--- src/rtl/apb_pkg.sv ---
// Shared types and constants for the APB register block.
package apb_pkg;

  // Per-register access mode; 2'd3 is unused and behaves like RO.
  typedef enum logic [1:0] {
    RO  = 2'd0,
    RW  = 2'd1,
    W1C = 2'd2
  } reg_mode_e;

  // pslverr_o encodings.
  localparam logic RESP_OKAY   = 1'b0;
  localparam logic RESP_SLVERR = 1'b1;

endpackage

--- src/rtl/apb_reg_cell.sv ---
// One register slot: byte-strobe merge for RW, write-one-to-clear with
// sticky hardware set for W1C, pass-through of an external value for RO.
module apb_reg_cell
  import apb_pkg::*;
#(
  parameter reg_mode_e                Mode         = RW,
  parameter int unsigned              RegDataWidth = 32,
  parameter logic [RegDataWidth-1:0]  RstVal       = '0,
  localparam int unsigned             StrbWidth    = (RegDataWidth + 7) / 8
) (
  input  logic                    pclk_i,
  input  logic                    preset_i,
  input  logic                    wr_en_i,
  input  logic [RegDataWidth-1:0] wdata_i,
  input  logic [StrbWidth-1:0]    wstrb_i,
  input  logic [RegDataWidth-1:0] hw_set_i,
  input  logic [RegDataWidth-1:0] ro_val_i,
  output logic [RegDataWidth-1:0] q_o
);

  logic [RegDataWidth-1:0] bit_mask;

  // Expand byte strobes into a per-bit write mask.
  always_comb begin
    // NOTE: a default assignment first keeps every path driven, so no latch is inferred.
    bit_mask = '0;
    for (int k = 0; k < int'(RegDataWidth); k++) begin
      bit_mask[k] = wstrb_i[k / 8];
    end
  end

  if (Mode == RW) begin : g_rw
    logic unused_rw;
    assign unused_rw = ^{hw_set_i, ro_val_i};

    // Merge written bytes into the stored value on commit.
    always_ff @(posedge pclk_i or posedge preset_i) begin
      // NOTE: non-blocking assignments for state so every flop samples pre-edge values.
      if (preset_i) begin
        q_o <= RstVal;
      end else if (wr_en_i) begin
        q_o <= (q_o & ~bit_mask) | (wdata_i & bit_mask);
      end
    end
  end else if (Mode == W1C) begin : g_w1c
    logic                    unused_w1c;
    logic [RegDataWidth-1:0] clr_bits;
    assign unused_w1c = ^ro_val_i;
    assign clr_bits   = wr_en_i ? (wdata_i & bit_mask) : '0;

    // Clear written ones, then OR in hardware sets so a same-cycle set wins.
    always_ff @(posedge pclk_i or posedge preset_i) begin
      if (preset_i) begin
        q_o <= RstVal;
      end else begin
        q_o <= (q_o & ~clr_bits) | hw_set_i;
      end
    end
  end else begin : g_ro
    logic unused_ro;
    assign unused_ro = ^{pclk_i, preset_i, wr_en_i, wdata_i, hw_set_i, bit_mask};

    // Read-only slots hold no state and mirror the external value.
    assign q_o = ro_val_i;
  end

endmodule

--- src/rtl/apb_regs_rwc.sv ---
// APB slave exposing NoApbRegs registers with RO / RW / W1C modes and
// an optional fixed number of access-phase wait states.
module apb_regs_rwc
  import apb_pkg::*;
#(
  parameter int unsigned                             NoApbRegs    = 16,
  parameter int unsigned                             ApbAddrWidth = 32,
  parameter int unsigned                             ApbDataWidth = 32,
  localparam int unsigned                            ApbStrbWidth = (ApbDataWidth + 7) / 8,
  parameter int unsigned                             RegDataWidth = 32,
  parameter int unsigned                             WaitCycles   = 0,
  parameter logic [NoApbRegs-1:0][1:0]               RegMode      = {NoApbRegs{RW}},
  parameter logic [NoApbRegs-1:0][RegDataWidth-1:0]  RegRstVal    = '0
) (
  input  logic                                   pclk_i,
  input  logic                                   preset_i,
  input  logic                                   psel_i,
  input  logic                                   penable_i,
  input  logic                                   pwrite_i,
  input  logic [ApbAddrWidth-1:0]                paddr_i,
  input  logic [ApbDataWidth-1:0]                pwdata_i,
  input  logic [ApbStrbWidth-1:0]                pstrb_i,
  output logic                                   pready_o,
  output logic                                   pslverr_o,
  output logic [ApbDataWidth-1:0]                prdata_o,
  input  logic [ApbAddrWidth-1:0]                base_addr_i,
  input  logic [NoApbRegs-1:0][RegDataWidth-1:0] reg_ro_i,
  input  logic [NoApbRegs-1:0][RegDataWidth-1:0] hw_set_i,
  output logic [NoApbRegs-1:0][RegDataWidth-1:0] reg_q_o
);

  localparam int unsigned IdxW     = (NoApbRegs > 1) ? $clog2(NoApbRegs) : 1;
  localparam int unsigned CntW     = (WaitCycles > 0) ? $clog2(WaitCycles + 1) : 1;
  localparam int unsigned RegStrbW = (RegDataWidth + 7) / 8;

  if (RegDataWidth > ApbDataWidth) begin : g_width_check
    $error("apb_regs_rwc: RegDataWidth must not exceed ApbDataWidth");
  end

  logic [ApbAddrWidth-1:0] offset;
  logic [ApbAddrWidth-1:0] idx_full;
  logic [IdxW-1:0]         idx;
  logic                    in_range;
  logic                    access;
  logic                    slot_writable;
  logic                    err;
  logic [CntW-1:0]         wait_cnt;
  reg_mode_e               sel_mode;

  // Modular offset from the base; the two byte-lane address bits drop out.
  assign offset   = paddr_i - base_addr_i;
  assign idx_full = offset >> 2;
  assign idx      = idx_full[IdxW-1:0];
  assign in_range = idx_full < ApbAddrWidth'(NoApbRegs);
  assign sel_mode = reg_mode_e'(RegMode[idx]);

  assign slot_writable = (sel_mode == RW) || (sel_mode == W1C);
  assign err           = !in_range || (pwrite_i && !slot_writable);
  assign access        = psel_i && penable_i;

  // Holding pready_o low in reset also keeps pslverr_o and prdata_o at zero.
  assign pready_o  = access && (wait_cnt == CntW'(WaitCycles)) && !preset_i;
  assign pslverr_o = pready_o ? err : RESP_OKAY;
  assign prdata_o  = (pready_o && !pwrite_i && !err) ? ApbDataWidth'(reg_q_o[idx]) : '0;

  // Count access-phase cycles; any break in psel/penable discards progress.
  always_ff @(posedge pclk_i or posedge preset_i) begin
    if (preset_i) begin
      wait_cnt <= '0;
    end else if (!access || pready_o) begin
      wait_cnt <= '0;
    end else begin
      wait_cnt <= wait_cnt + 1'b1;
    end
  end

  for (genvar i = 0; i < int'(NoApbRegs); i++) begin : g_reg
    logic wr_en;
    assign wr_en = pready_o && pwrite_i && !err && (idx == IdxW'(i));

    apb_reg_cell #(
      .Mode         (reg_mode_e'(RegMode[i])),
      .RegDataWidth (RegDataWidth),
      .RstVal       (RegRstVal[i])
    ) u_cell (
      .pclk_i   (pclk_i),
      .preset_i (preset_i),
      .wr_en_i  (wr_en),
      .wdata_i  (pwdata_i[RegDataWidth-1:0]),
      .wstrb_i  (pstrb_i[RegStrbW-1:0]),
      .hw_set_i (hw_set_i[i]),
      .ro_val_i (reg_ro_i[i]),
      .q_o      (reg_q_o[i])
    );
  end

endmodule
--- config.mk ---
export PLATFORM = sky130hd
export DESIGN_NAME = apb_regs_rwc
export DESIGN_NICKNAME = d
export VERILOG_FILES = /design/src/rtl/apb_pkg.sv /design/src/rtl/apb_reg_cell.sv /design/src/rtl/apb_regs_rwc.sv
export SDC_FILE = /design/constraint.sdc
export NUM_CORES = 1
export LEC_CHECK = 0
export ABC_AREA = 1
export CORE_AREA = 2 2 646 648
export CTS_CLUSTER_DIAMETER = 200
export DETAILED_ROUTE_END_ITERATION = 8
export DIE_AREA = 0 0 648 650
export SLEW_MARGIN = 40
export SYNTH_ARGS = -nofsm -noshare
export SYNTH_HDL_FRONTEND = slang
export SYNTH_SLANG_ARGS = --single-unit
--- constraint.sdc ---
create_clock -name pclk_i -period 15.41 [get_ports pclk_i]
set_clock_uncertainty 0.05 [all_clocks]
set_input_delay 2.3115 -clock pclk_i [delete_from_list [all_inputs] [get_ports pclk_i]]
set_output_delay 2.3115 -clock pclk_i [all_outputs]
set_load 0.005 [all_outputs]
==> impl_metrics.sql <==
INSERT INTO impl_metrics (metric_group, metric, value, unit) VALUES
('outcome', 'outcome', 'finished clean', ''),
('yosys', 'postSynthRegisterBits', '513', ''),
('yosys', 'synth_top_area_share', '47.8', '%'),
('timing', 'setup_total_negative_slack', '0', 'ns'),
('clock_tree', 'maximum_buffer_depth_of_the_clock_tree', '3', ''),
('layout', 'finish.instance_area', '42100', 'sq um'),
('placement', 'dp_worst_setup_slack', '5.09', 'ns'),
('clock_tree', 'post_cts.resized_instances', '0', ''),
('floorplanning', 'die-width', '648', 'um'),
('pwr', 'p_leak', '0.0185', 'uW'),
('yosys', 'dominantRegCellSynth', 'dfrtp_1', ''),
('clock_tree', 'tritoncts', 'done', ''),
('timing', 'max_slew_violations', '0', ''),
('timing', 'worst_slew_margin_rel', '29.3', '%'),
('critical_path', 'worstPathMaxFanout', '58', ''),
('layout', 'finish.net_count', '5258', ''),
('layout', 'utilization', '10.1', '%'),
('critical_path', 'type_of_element_launching_the_critical_path', 'primary input', ''),
('layout', 'layout-area-overhead-vs-synth', '56.7', '%'),
('worst_hold_path', 'hold_class', 'register to register', ''),
('timing', 'timing.fmax', '0.0988', 'GHz'),
('global_route', 'first_pass_grt_wire_length', '255', 'mm'),
('yosys', 'synth.net_count', '4738', ''),
('placement', 'postPlaceCellArea', '39900', 'sq um'),
('clock_tree', 'clock_latency', '0.71', 'ns'),
('timing', 'grt_setup_unrepaired', 'no', ''),
('clock_tree', 'holdBufCountCts', '0', ''),
('clock_tree', 'clock_transition_time_at_the_flip_flop_clock_pins_of_the_worst_setup_and_hold_paths', '0.06', 'ns'),
('clock_tree', 'number_of_sinks_on_the_clock_net', '513', ''),
('route', 'route.detailed.drc', '0', ''),
('layout', 'drive_above_1_share', '7.23', '%'),
('timing', 'worstMarginPinSlew', '1.06', 'ns'),
('yosys', 'yosysMostFrequentCell', 'nand2_1', ''),
('critical_path', 'timing.critical_path.arrival', '7.76', 'ns'),
('clock_tree', 'cts_inserted_buffers', '60', ''),
('placement', 'port_buffers', '650', ''),
('clock_tree', 'cts_post_setup_buffers_inserted', '0', ''),
('timing', 'min_period_over_period', '65.7', '%'),
('pwr', 'power_density', '86.9', 'nW/um^2'),
('timing', 'final-setup-viol-count', '0', ''),
('floorplanning', 'fp.dieArea', '421000', 'sq um'),
('route', 'routed_via_density', '3.05', ''),
('yosys', 'netlist_top_cells_count', 'nand2_1, nand3_1, dfrtp_1', ''),
('clock_tree', 'htreeDepth', '2', ''),
('timing', 'finalWorstPathRequiredPeriod', '10.12', 'ns'),
('placement', 'hpwl', '151', 'mm'),
('route', 'firstDrtPassIters', '6', ''),
('yosys', 'synth_edf_count', '0', ''),
('floorplanning', 'i_o_pins', '1675', ''),
('yosys', 'post_synth_num_cell_types', '26', ''),
('global_route', 'grt_start_max_net_pins', '96', ''),
('pwr', 'vdd.ir_drop.worst', '0.000102', 'V'),
('route', 'vias', '29440', ''),
('global_route', 'antenna_found_initial', '36', ''),
('run', 'count_of_maximum_capacitance_violations', '0', ''),
('route', 'detail_route.iter0.violations', '3496', ''),
('yosys', 'synthCells', '3579', ''),
('route', 'detail-route-antenna-nets', '0', ''),
('floorplanning', 'die_y', '650', 'um'),
('global_route', 'first_global_vias', '27765', ''),
('yosys', 'synthesis.yosys.warnings', '0', ''),
('placement', 'gp_congestion', '0.885', ''),
('global_route', 'grt_overflow', '0', ''),
('timing', 'finalWorstSetupSlack', '5.29', 'ns'),
('floorplanning', 'placementRows', '237', ''),
('yosys', 'mappedNetlistArea', '26800', 'sq um'),
('timing', 'timing.final.hold_violations', '0', ''),
('critical_path', 'timing_worst_setup_path_type', 'primary input to primary output', ''),
('critical_path', 'worst_setup_path_end_kind', 'primary output', ''),
('floorplanning', 'placeableCoreArea', '415000', 'sq um'),
('yosys', 'synth.avg_cell_area', '7.50', 'sq um'),
('route', 'avgRoutedWirePerCell', '20.2', 'um'),
('clock_tree', 'cts-root-buf', 'clkbuf_16', ''),
('floorplanning', 'initial_cell_density_of_the_core', '6.47', '%'),
('global_route', 'groute.usage.overall', '8.92', '%'),
('yosys', 'synth_largest_area_cell', 'dfrtp_1', ''),
('critical_path', 'worst_ep_required_time', '13.05', 'ns'),
('yosys', 'yosys-top-cells-area', 'dfrtp_1, nand2_1, nand3_1', ''),
('yosys', 'fraction_of_registers_with_async_set_reset', '100', '%'),
('timing', 'hold_slack', '0.443', 'ns'),
('route', 'finalWirelength', '195', 'mm'),
('yosys', 'synth_seq_area_share', '47.8', '%');
[layout by cell type, fill, tap and decap left out, types with 3 or more instances in the layout]
| master | netlist | final |
|---|---|---|
| a21oi_1 | 20 | 20 |
| a22oi_1 | 8 | 8 |
| buf_2 | 37 | 25 |
| buf_4 | 20 | 56 |
| buf_6 | 0 | 14 |
| bufinv_16 | 0 | 5 |
| clkbuf_1 | 181 | 13 |
| clkbuf_16 | 0 | 60 |
| clkbuf_8 | 0 | 14 |
| clkdlybuf4s50_1 | 0 | 621 |
| clkinv_16 | 0 | 3 |
| clkinv_2 | 0 | 9 |
| clkinvlp_4 | 0 | 3 |
| dfrtp_1 | 513 | 513 |
| diode_2 | 0 | 15 |
| ha_1 | 30 | 30 |
| inv_1 | 203 | 201 |
| inv_2 | 13 | 12 |
| inv_6 | 0 | 3 |
| nand2_1 | 1338 | 1336 |
| nand3_1 | 560 | 559 |
| nand4_1 | 61 | 61 |
| nand4_2 | 41 | 39 |
| nor2_1 | 129 | 101 |
| nor2_2 | 12 | 10 |
| nor2_4 | 0 | 30 |
| nor3_1 | 4 | 4 |
| o21ai_0 | 126 | 119 |
| o21ai_1 | 0 | 7 |
| o22ai_1 | 248 | 246 |
[through the flow]
| stage | power (uW) | cells |
|---|---|---|
| floorplan | 1770 | 3579 |
| detailed placement | 2130 | 9533 |
| CTS | 3680 | 9643 |
| global placement | 2120 | 9524 |
| global route | 3790 | 9648 |
| finish | 3650 | 9659 |
[logic make-up after synthesis]
| group | Yosys count | share of synthesized area [%] |
|---|---|---|
| AO/OA/AOI/OAI | 404 | 8.78 |
| XOR/XNOR | 4 | 0.131 |
| adder cells (fa/ha/maj) | 30 | 1.40 |
| buffers and inverters | 480 | 7.16 |
| flip-flops | 513 | 47.8 |
| AND/OR/NAND/NOR | 2148 | 34.7 |
[final cells by class]
cell class,count,area [sq um]
Clock inverter,24,349
Sequential cell,513,12800
Inverter,218,832
Timing Repair Buffer,720,7000
Fill cell,47971,373000
Antenna cell,15,37.5
Clock buffer,86,1730
Multi-Input combinational cell,2586,12400
Tap cell,5497,6880
[path summary, 6_finish.rpt]
kind | cells past startpoint | slack (ns) | end | startpoint
min in group asynchronous | 2 | 1.95 | async pin | preset_i
max in group asynchronous | 7 | 10.81 | async pin | preset_i
setup / recovery | 15 | 5.29 | prdata_o[22] | paddr_i[2]
hold / removal | 2 | 0.44 | register | register
setup reg to reg | 11 | 11.44 | register | wait_cnt$_DFF_PP0_
hold reg to reg | 2 | 0.44 | register | register
[where the power goes]
part	switching [uW]	total (uW)	internal [uW]	leakage [uW]
combinational	583	768	185	0.0103
clock	671	1540	869	0.00101
sequential	0.0330	1350	1350	0.00717
total	1250	3650	2400	0.0185
[worst max-delay path: stages]
cell and delay, ns:
clkdlybuf4s50_1 0.52, ha_1 0.40, nand2_1 0.09, nand2_1 0.08, inv_2 0.05, nand2_1 0.16
xnor2_4 0.47, nor2_2 0.26, inv_6 0.45, buf_4 0.74, o22ai_1 0.21, o21ai_0 0.76
nand4_1 0.21, nor2_1 0.15, clkdlybuf4s50_1 0.78
[routing by layer]
layer,track usage [%],part of all wire [%]
met1,11.1,41
met2,14.0,45
met3,1.98,7.8
met4,5.37,6.7
met5,0,0.021
(Power assumes the default switching activity.)
